==> config.mk <==
export PLATFORM = sky130hd
export DESIGN_NAME = fw_loc_sampler
export DESIGN_NICKNAME = d
export VERILOG_FILES = /design/src/rtl/fw_loc_sampler.sv
export SDC_FILE = /design/constraint.sdc
export NUM_CORES = 2
export LEC_CHECK = 0
export BUFFER_PORTS_ARGS = -buffer_cell sky130_fd_sc_hd__buf_2
export CORE_UTILIZATION = 40
export CTS_BUF_LIST = sky130_fd_sc_hd__clkbuf_4 sky130_fd_sc_hd__clkbuf_8
export DETAILED_ROUTE_END_ITERATION = 7
export PLACE_DENSITY_LB_ADDON = 0.08
export SLEW_MARGIN = 25
export SYNTH_ARGS = -nofsm -noshare
export SYNTH_HDL_FRONTEND = slang
export SYNTH_SLANG_ARGS = --single-unit
==> constraint.sdc <==
create_clock -name clk -period 13.9 [get_ports clk]
set_clock_uncertainty 0.2 [all_clocks]
set_input_delay 3.475 -clock clk [delete_from_list [all_inputs] [get_ports clk]]
set_output_delay 3.475 -clock clk [all_outputs]
set_load 0.03 [all_outputs]
==> src/rtl/fw_loc_sampler.sv <==
// Fixed-weight location sampler: draws WEIGHT distinct locations in [0,N) from a
// 24-bit random stream. Optional rejection counter under FW_REJECT_CNT_EN.
module fw_loc_sampler #(
  parameter int N          = 17669,
  parameter int M          = 15,
  parameter int WEIGHT     = 75,
  parameter int LOG_WEIGHT = $clog2(WEIGHT)
) (
  input  logic                  clk,
  input  logic                  rst_n,
  input  logic                  start,
  output logic                  busy,
  output logic                  done,
  input  logic                  rnd_valid,
  output logic                  rnd_ready,
  input  logic [31:0]           rnd_data,
  output logic                  rnd_stop,
  input  logic                  rd_en,
  input  logic [LOG_WEIGHT-1:0] rd_addr,
  output logic [M-1:0]          rd_loc
`ifdef FW_REJECT_CNT_EN
  ,
  output logic [15:0]           rej_cnt
`endif
);

  localparam int          CW     = $clog2(WEIGHT + 1);
  localparam logic [23:0] N24    = 24'(N);
  // largest multiple of N below 2^24; keeps the mod-N reduction unbiased
  localparam logic [23:0] THRESH = 24'(((1 << 24) / N) * N);

  typedef enum logic [2:0] {IDLE, FETCH, REDUCE, CHECK, DONE} state_t;

  state_t                     state, state_nxt;
  logic [23:0]                cand;
  logic [M-1:0]               loc;
  logic [CW-1:0]              cnt;
  logic [WEIGHT-1:0][M-1:0]   entries;
  logic [WEIGHT-1:0]          hit;
  logic                       dup, take, cand_ok;
  logic                       unused_hi;

  assign unused_hi = ^rnd_data[31:24];
  assign take      = rnd_valid && rnd_ready;
  assign cand_ok   = rnd_data[23:0] < THRESH;

  // only the filled prefix of the table takes part in the duplicate search
  for (genvar i = 0; i < WEIGHT; i++) begin : g_cmp
    assign hit[i] = (CW'(i) < cnt) && (entries[i] == loc);
  end
  assign dup = |hit;

  always_ff @(posedge clk or negedge rst_n) begin
    if (!rst_n) state <= IDLE;
    else        state <= state_nxt;
  end

  always_comb begin
    state_nxt = state;
    busy      = 1'b0;
    done      = 1'b0;
    rnd_ready = 1'b0;
    rnd_stop  = 1'b0;
    case (state)
      IDLE:   if (start) state_nxt = FETCH;
      FETCH: begin
        busy      = 1'b1;
        rnd_ready = 1'b1;
        if (take && cand_ok) state_nxt = REDUCE;
      end
      REDUCE: begin
        busy      = 1'b1;
        state_nxt = CHECK;
      end
      CHECK: begin
        busy = 1'b1;
        if (!dup && cnt == CW'(WEIGHT - 1)) state_nxt = DONE;
        else                                state_nxt = FETCH;
      end
      DONE: begin
        done      = 1'b1;
        rnd_stop  = 1'b1;
        state_nxt = IDLE;
      end
      default: state_nxt = IDLE;
    endcase
  end

  always_ff @(posedge clk or negedge rst_n) begin
    if (!rst_n) begin
      cnt     <= '0;
      cand    <= '0;
      loc     <= '0;
      entries <= '0;
    end else begin
      case (state)
        IDLE:   if (start) cnt <= '0;
        FETCH:  if (take) cand <= rnd_data[23:0];
        REDUCE: loc <= M'(cand % N24);
        CHECK: begin
          if (!dup) begin
            for (int i = 0; i < WEIGHT; i++)
              if (CW'(i) == cnt) entries[i] <= loc;
            cnt <= cnt + 1'b1;
          end
        end
        default: ;
      endcase
    end
  end

  // out-of-range addresses match no entry and read back as zero
  always_ff @(posedge clk or negedge rst_n) begin
    if (!rst_n) begin
      rd_loc <= '0;
    end else if (rd_en) begin
      rd_loc <= '0;
      for (int i = 0; i < WEIGHT; i++)
        if (int'(rd_addr) == i) rd_loc <= entries[i];
    end
  end

`ifdef FW_REJECT_CNT_EN
  always_ff @(posedge clk or negedge rst_n) begin
    if (!rst_n)
      rej_cnt <= '0;
    else if (state == IDLE && start)
      rej_cnt <= '0;
    else if (((take && !cand_ok) || (state == CHECK && dup)) && rej_cnt != 16'hFFFF)
      rej_cnt <= rej_cnt + 16'd1;
  end
`endif

endmodule

# Yosys cells after proc, flatten, opt, wreduce, memory -nomap -nowiden
# Cells that the tools add are included.
dict set report word_totals {
  ff_bits 1189
  elab_cells 638
  input_bits 44
  out_inout_bits 19
}
dict set report classes {
  n_div 1
  n_eq_ne 231
  n_bitwise 1
  n_lt_le_gt_ge 76
  reduce_logical 163
  n_addsub 1
  n_mux 85
}
# operator n
set op_table {}
lappend op_table {{$eq 15x15->1} 75}
lappend op_table {{$mux 15} 75}
lappend op_table {{$eq 7x7->1 const B} 44}
lappend op_table {{$reduce_and 3->1} 76}
lappend op_table {{$eq 6x7->1 const A} 32}
lappend op_table {{$lt 6x7->1 const A} 32}
lappend op_table {{$eq 5x7->1 const A} 16}
lappend op_table {{$eq 7x6->1 const B} 16}
lappend op_table {{$lt 5x7->1 const A} 16}
lappend op_table {{$logic_and 1x1->1} 78}
lappend op_table {{$eq 7x7->1 const A} 11}
lappend op_table {{$lt 7x7->1 const A} 11}
lappend op_table {{$reduce_or 75->1} 1}
lappend op_table {{$eq 4x7->1 const A} 8}
lappend op_table {{$eq 7x5->1 const B} 8}
lappend op_table {{$lt 4x7->1 const A} 8}
lappend op_table {{$eq 3x7->1 const A} 4}
lappend op_table {{$eq 7x4->1 const B} 4}
lappend op_table {{$lt 3x7->1 const A} 4}
lappend op_table {{$lt 24x24->1 const B} 1}
lappend op_table {{$mod 24x15->24 const B} 1}
lappend op_table {{$eq 2x7->1 const A} 2}
lappend op_table {{$eq 7x3->1 const B} 2}
lappend op_table {{$logic_not 7->1} 2}
lappend op_table {{other kinds (20)} 31}

# Logic depth before layout (Yosys ltp)
dict set report depth {
  word_depth 76
  ltp_mapped 50
  ltp_nobuf 39
}

# Worst setup path before layout
# OpenSTA, ideal clock, no wires.
dict set report synth_timing {
  path_type {register -> register}
  from {register cand[13]}
  to {register loc[13]}
  period_less_slack_ns 11.820
  path_buffers 5
  setup_ns 0.132
  t_required_ns 13.568
  t_arrival_ns 11.488
  path_stages_with_launch 45
  setup_slack_ns 2.080
  path_cell_list {dfrtp_1 > buf_2 > o41a_1 > o41ai_4 > mux2_4 > a211oi_2 > and4_4 > nor3_4 > mux2_4 > nand4b_1 > a211oi_4 > mux2_4 > or4_1 > buf_2 > or4_4 > a32oi_4 > o2111a_2 > a211oi_1 > (+9 left out) > a311o_1 > buf_6 > a21bo_1 > a21o_1 > mux2_2 > nor3_2 > nor4bb_4 > o31ai_4 > buf_2 > xnor2_1 > ha_1 > nor2b_1 > o2111a_1 > o31ai_1 > a21oi_2 > or4b_1 > xnor2_1 > o21ai_1}
}
dict set report synth_between {
  elab_chain_len 1
}
# item line
set synth_rtl {}
lappend synth_rtl {{start, declared} 35} ;# logic [23:0] cand;
lappend synth_rtl {{start signal, assigned} 98} ;# FETCH: if (take) cand <= rnd_data[23:0];
lappend synth_rtl {{$mod 24x15->24} 99} ;# REDUCE: loc <= M'(cand % N24);
lappend synth_rtl {{end signal, assigned} 99}
lappend synth_rtl {{end, declared} 36} ;# logic [M-1:0] loc;
# No other way between the ends.
# A chain may end at the register's enable or synchronous reset.

# Worst setup path in the final report
dict set report layout_timing {
  from {register cand[12]}
  to {register loc[13]}
}
# Same word-level chain as after synthesis.

==> impl_metrics.json <==
{
  "layout_common_cells": "dfrtp_1, mux2_2, xnor2_1, xor2_1, nor2_1",
  "ys_top_cells_by_area": "dfrtp_1, mux2_2, xnor2_1",
  "worst_slack_ns": 0.762,
  "ys_warn_count": 0,
  "status": "complete, no violations",
  "crit_fanout": 11,
  "synth_area_leader_cell": "dfrtp_1",
  "relSlewSlack_pct": 16.3,
  "place.gp.congestion": 0.957,
  "dp_hpwl_um": 204000,
  "port_buffers": 54,
  "ys_types": 130,
  "io_pins": 63,
  "std_cell_rows": 155,
  "finalSetupViolCount": 0,
  "finalWirelength_um": 290000,
  "grt_start_max_net_pins": 167,
  "area_growth_pct": 12.0,
  "cts_tree": "yes",
  "regArea_sq_um": 29800,
  "drive_above_1_share_pct": 28.7,
  "num_vias": 57700,
  "maxSlewViolCount": 0,
  "die_y_um": 426,
  "cp.required_ns": 14.55,
  "first_iter_violations": 5863,
  "dp_slack_ns": 0.0638,
  "drv_cap": 0,
  "grt_overflow_total": 0,
  "cts_root_buffer": "clkbuf_8",
  "synth-edff-count": 0,
  "grt_pass1_vias": 56600,
  "fin_nets": 6843,
  "synth_async_sr_flop_share_pct": 100,
  "multi_input_area_sq_um": 40500,
  "cts_sinks": 1189,
  "syn-num-nets": 6824,
  "grt_usage_pct": 31.5,
  "max_stage_delay_ns": 0.69,
  "ant_nets": 0,
  "htreeDepth": 4,
  "avgViaCountPerCell": 6.18,
  "synth_ff_type": "dfrtp_1",
  "fill_cells": 17100,
  "core_area_sq_um": 179000,
  "path_clk_slew_ns": 0.06,
  "synth_area_per_cell_sq_um": 10.6,
  "synth-seq-cells": 1189,
  "period_share_pct": 94.5,
  "fp.dieW_um": 426,
  "timing.fmax_mhz": 76.1,
  "worst_pin_slew_ns": 1.26,
  "layout_commonest_cell": "dfrtp_1",
  "hp-class": "reg -> reg",
  "synthCells": 6775,
  "worst_setup_path_start_kind": "flop",
  "start_util_pct": 40.3,
  "dr.pass1.iters": 8,
  "die_area_sq_um": 182000,
  "drc": 0,
  "end_kind": "flop",
  "clock_latency_ns": 1.02,
  "critPathArrivalTime_ns": 13.79,
  "cpMostUsedCell": "mux2_4",
  "wl_per_cell_um": 31.0,
  "critPathSlowestCell": "or4_1",
  "clock_path_buffers": 3,
  "cts_buffers": 221,
  "fin_crit_ns": 13.14,
  "critical_path_class": "reg -> reg",
  "ys_seq_area_share_pct": 41.3,
  "grt_pass1_wl_um": 418000,
  "final_hold_viol_count": 0,
  "antenna_found_initial": 12,
  "syn_area_sq_um": 72000,
  "synth_top_area_share_pct": 41.3
}
[path summary, 6_finish.rpt]
check                          start      endpoint  slack (ns)  cells after the start
max reg2reg                 cand[12]       loc[13]        0.76                     39
min reg2reg                rd_loc[3]     rd_loc[3]        0.34                      2
min                        rd_loc[3]     rd_loc[3]        0.34                      2
max                         cand[12]       loc[13]        0.76                     39
min in group asynchronous      rst_n  entries[396]        2.31                      1
max in group asynchronous      rst_n     rd_loc[3]        8.79                      4
[worst max-delay path, delay by kind of cell, from the launching register on]
kind            cells  cell delay [ns]
compound gates     18             5.30
simple gates       13             4.87
flops               1             0.55
mux                 4             1.38
buf+inv             2             0.38
xor+xnor            2             0.30
[stage by stage]
step	cells	TNS, ns	utilization [%]	area (sq um)	hold WS (ns)
finish	9343	0	45.2	80700	0.337
detailed placement	8923	0	42.2	75400	0.330
global placement	8923	0	42.2	75400	0.290
global route	9332	-0.00981	45.1	80600	0.360
floorplan	6775	0	-	72000	0.316
CTS	9326	0	45.0	80400	0.338
[layout make-up]
type,count,share of cell area [%]
Inverter,41,0.191
Multi-Input combinational cell,5043,50.2
Sequential cell,1189,37.0
Tap cell,2355,3.65
Clock buffer,368,5.65
Antenna cell,14,0.0434
Clock inverter,35,0.537
Timing Repair Buffer,298,2.80
[what timing repair did]
| action | 4_1_cts | 5_1_grt |
|---|---|---|
| hold buffers | 0 | 0 |
| buffers inserted | 0 | 2 |
| gates resized for setup | 1 | 25 |
| cloned | 0 | 0 |
| pin swaps | 0 | 2 |
| endpoints found under the setup margin | 1 | 15 |
[logic make-up after synthesis]
logic type / after synthesis / synth area share (%)
AND/OR/NAND/NOR: 1463 / 10.3
XOR/XNOR: 1212 / 14.8
flip-flops: 1189 / 41.3
AO/OA/AOI/OAI: 1182 / 12.2
multiplexers: 1174 / 18.3
buffers and inverters: 543 / 2.89
adder cells (fa/ha/maj): 12 / 0.184
[state kept, by name, summed over array words and instances (netlist names)]
signal   count
entries   1125
cnt          7
cand        24
rd_loc      15
state        3
loc         15
[per-layer routing]
metal | vias to the layer above | GRT usage (%) | share of wire (%)
met2 | 2240 | 49.3 | 45
met1 | 30000 | 43.3 | 44
met5 | - | 0 | 0.016
li1 | 25000 | - | -
met4 | 6 | 11.8 | 4.0
met3 | 542 | 5.38 | 7.0
[synthesized netlist by cell type (11+ instances only)]
master     instances
xor2_1           552
o22ai_1           72
o31ai_1           16
dfrtp_1         1189
nor4_1           170
a41oi_1           18
or2_2             13
o211ai_1          18
nand2b_1          18
nor3_1           104
mux2i_1           22
mux2_2          1147
xnor2_1          656
o21a_1            12
o221ai_1          39
nor2_1           332
a221o_1           11
and3_1            19
a2111oi_0         21
a221oi_1          76
nand2_1          320
or3_1             15
a211oi_1          34
a31oi_1           46
o21ai_0          157
buf_1             59
a21o_1            21
nor2b_1           12
buf_2             21
a222oi_1          46
o21ai_1           30
and2_1            21
inv_1             38
nand3_1          154
clkbuf_1         419
nand4_1          215
a22oi_1          171
a22o_1            52
a21oi_1          187
Power is left out: the tool's default activity adds up to more than one toggle a clock period on the data nets, which glitch-free logic cannot reach.
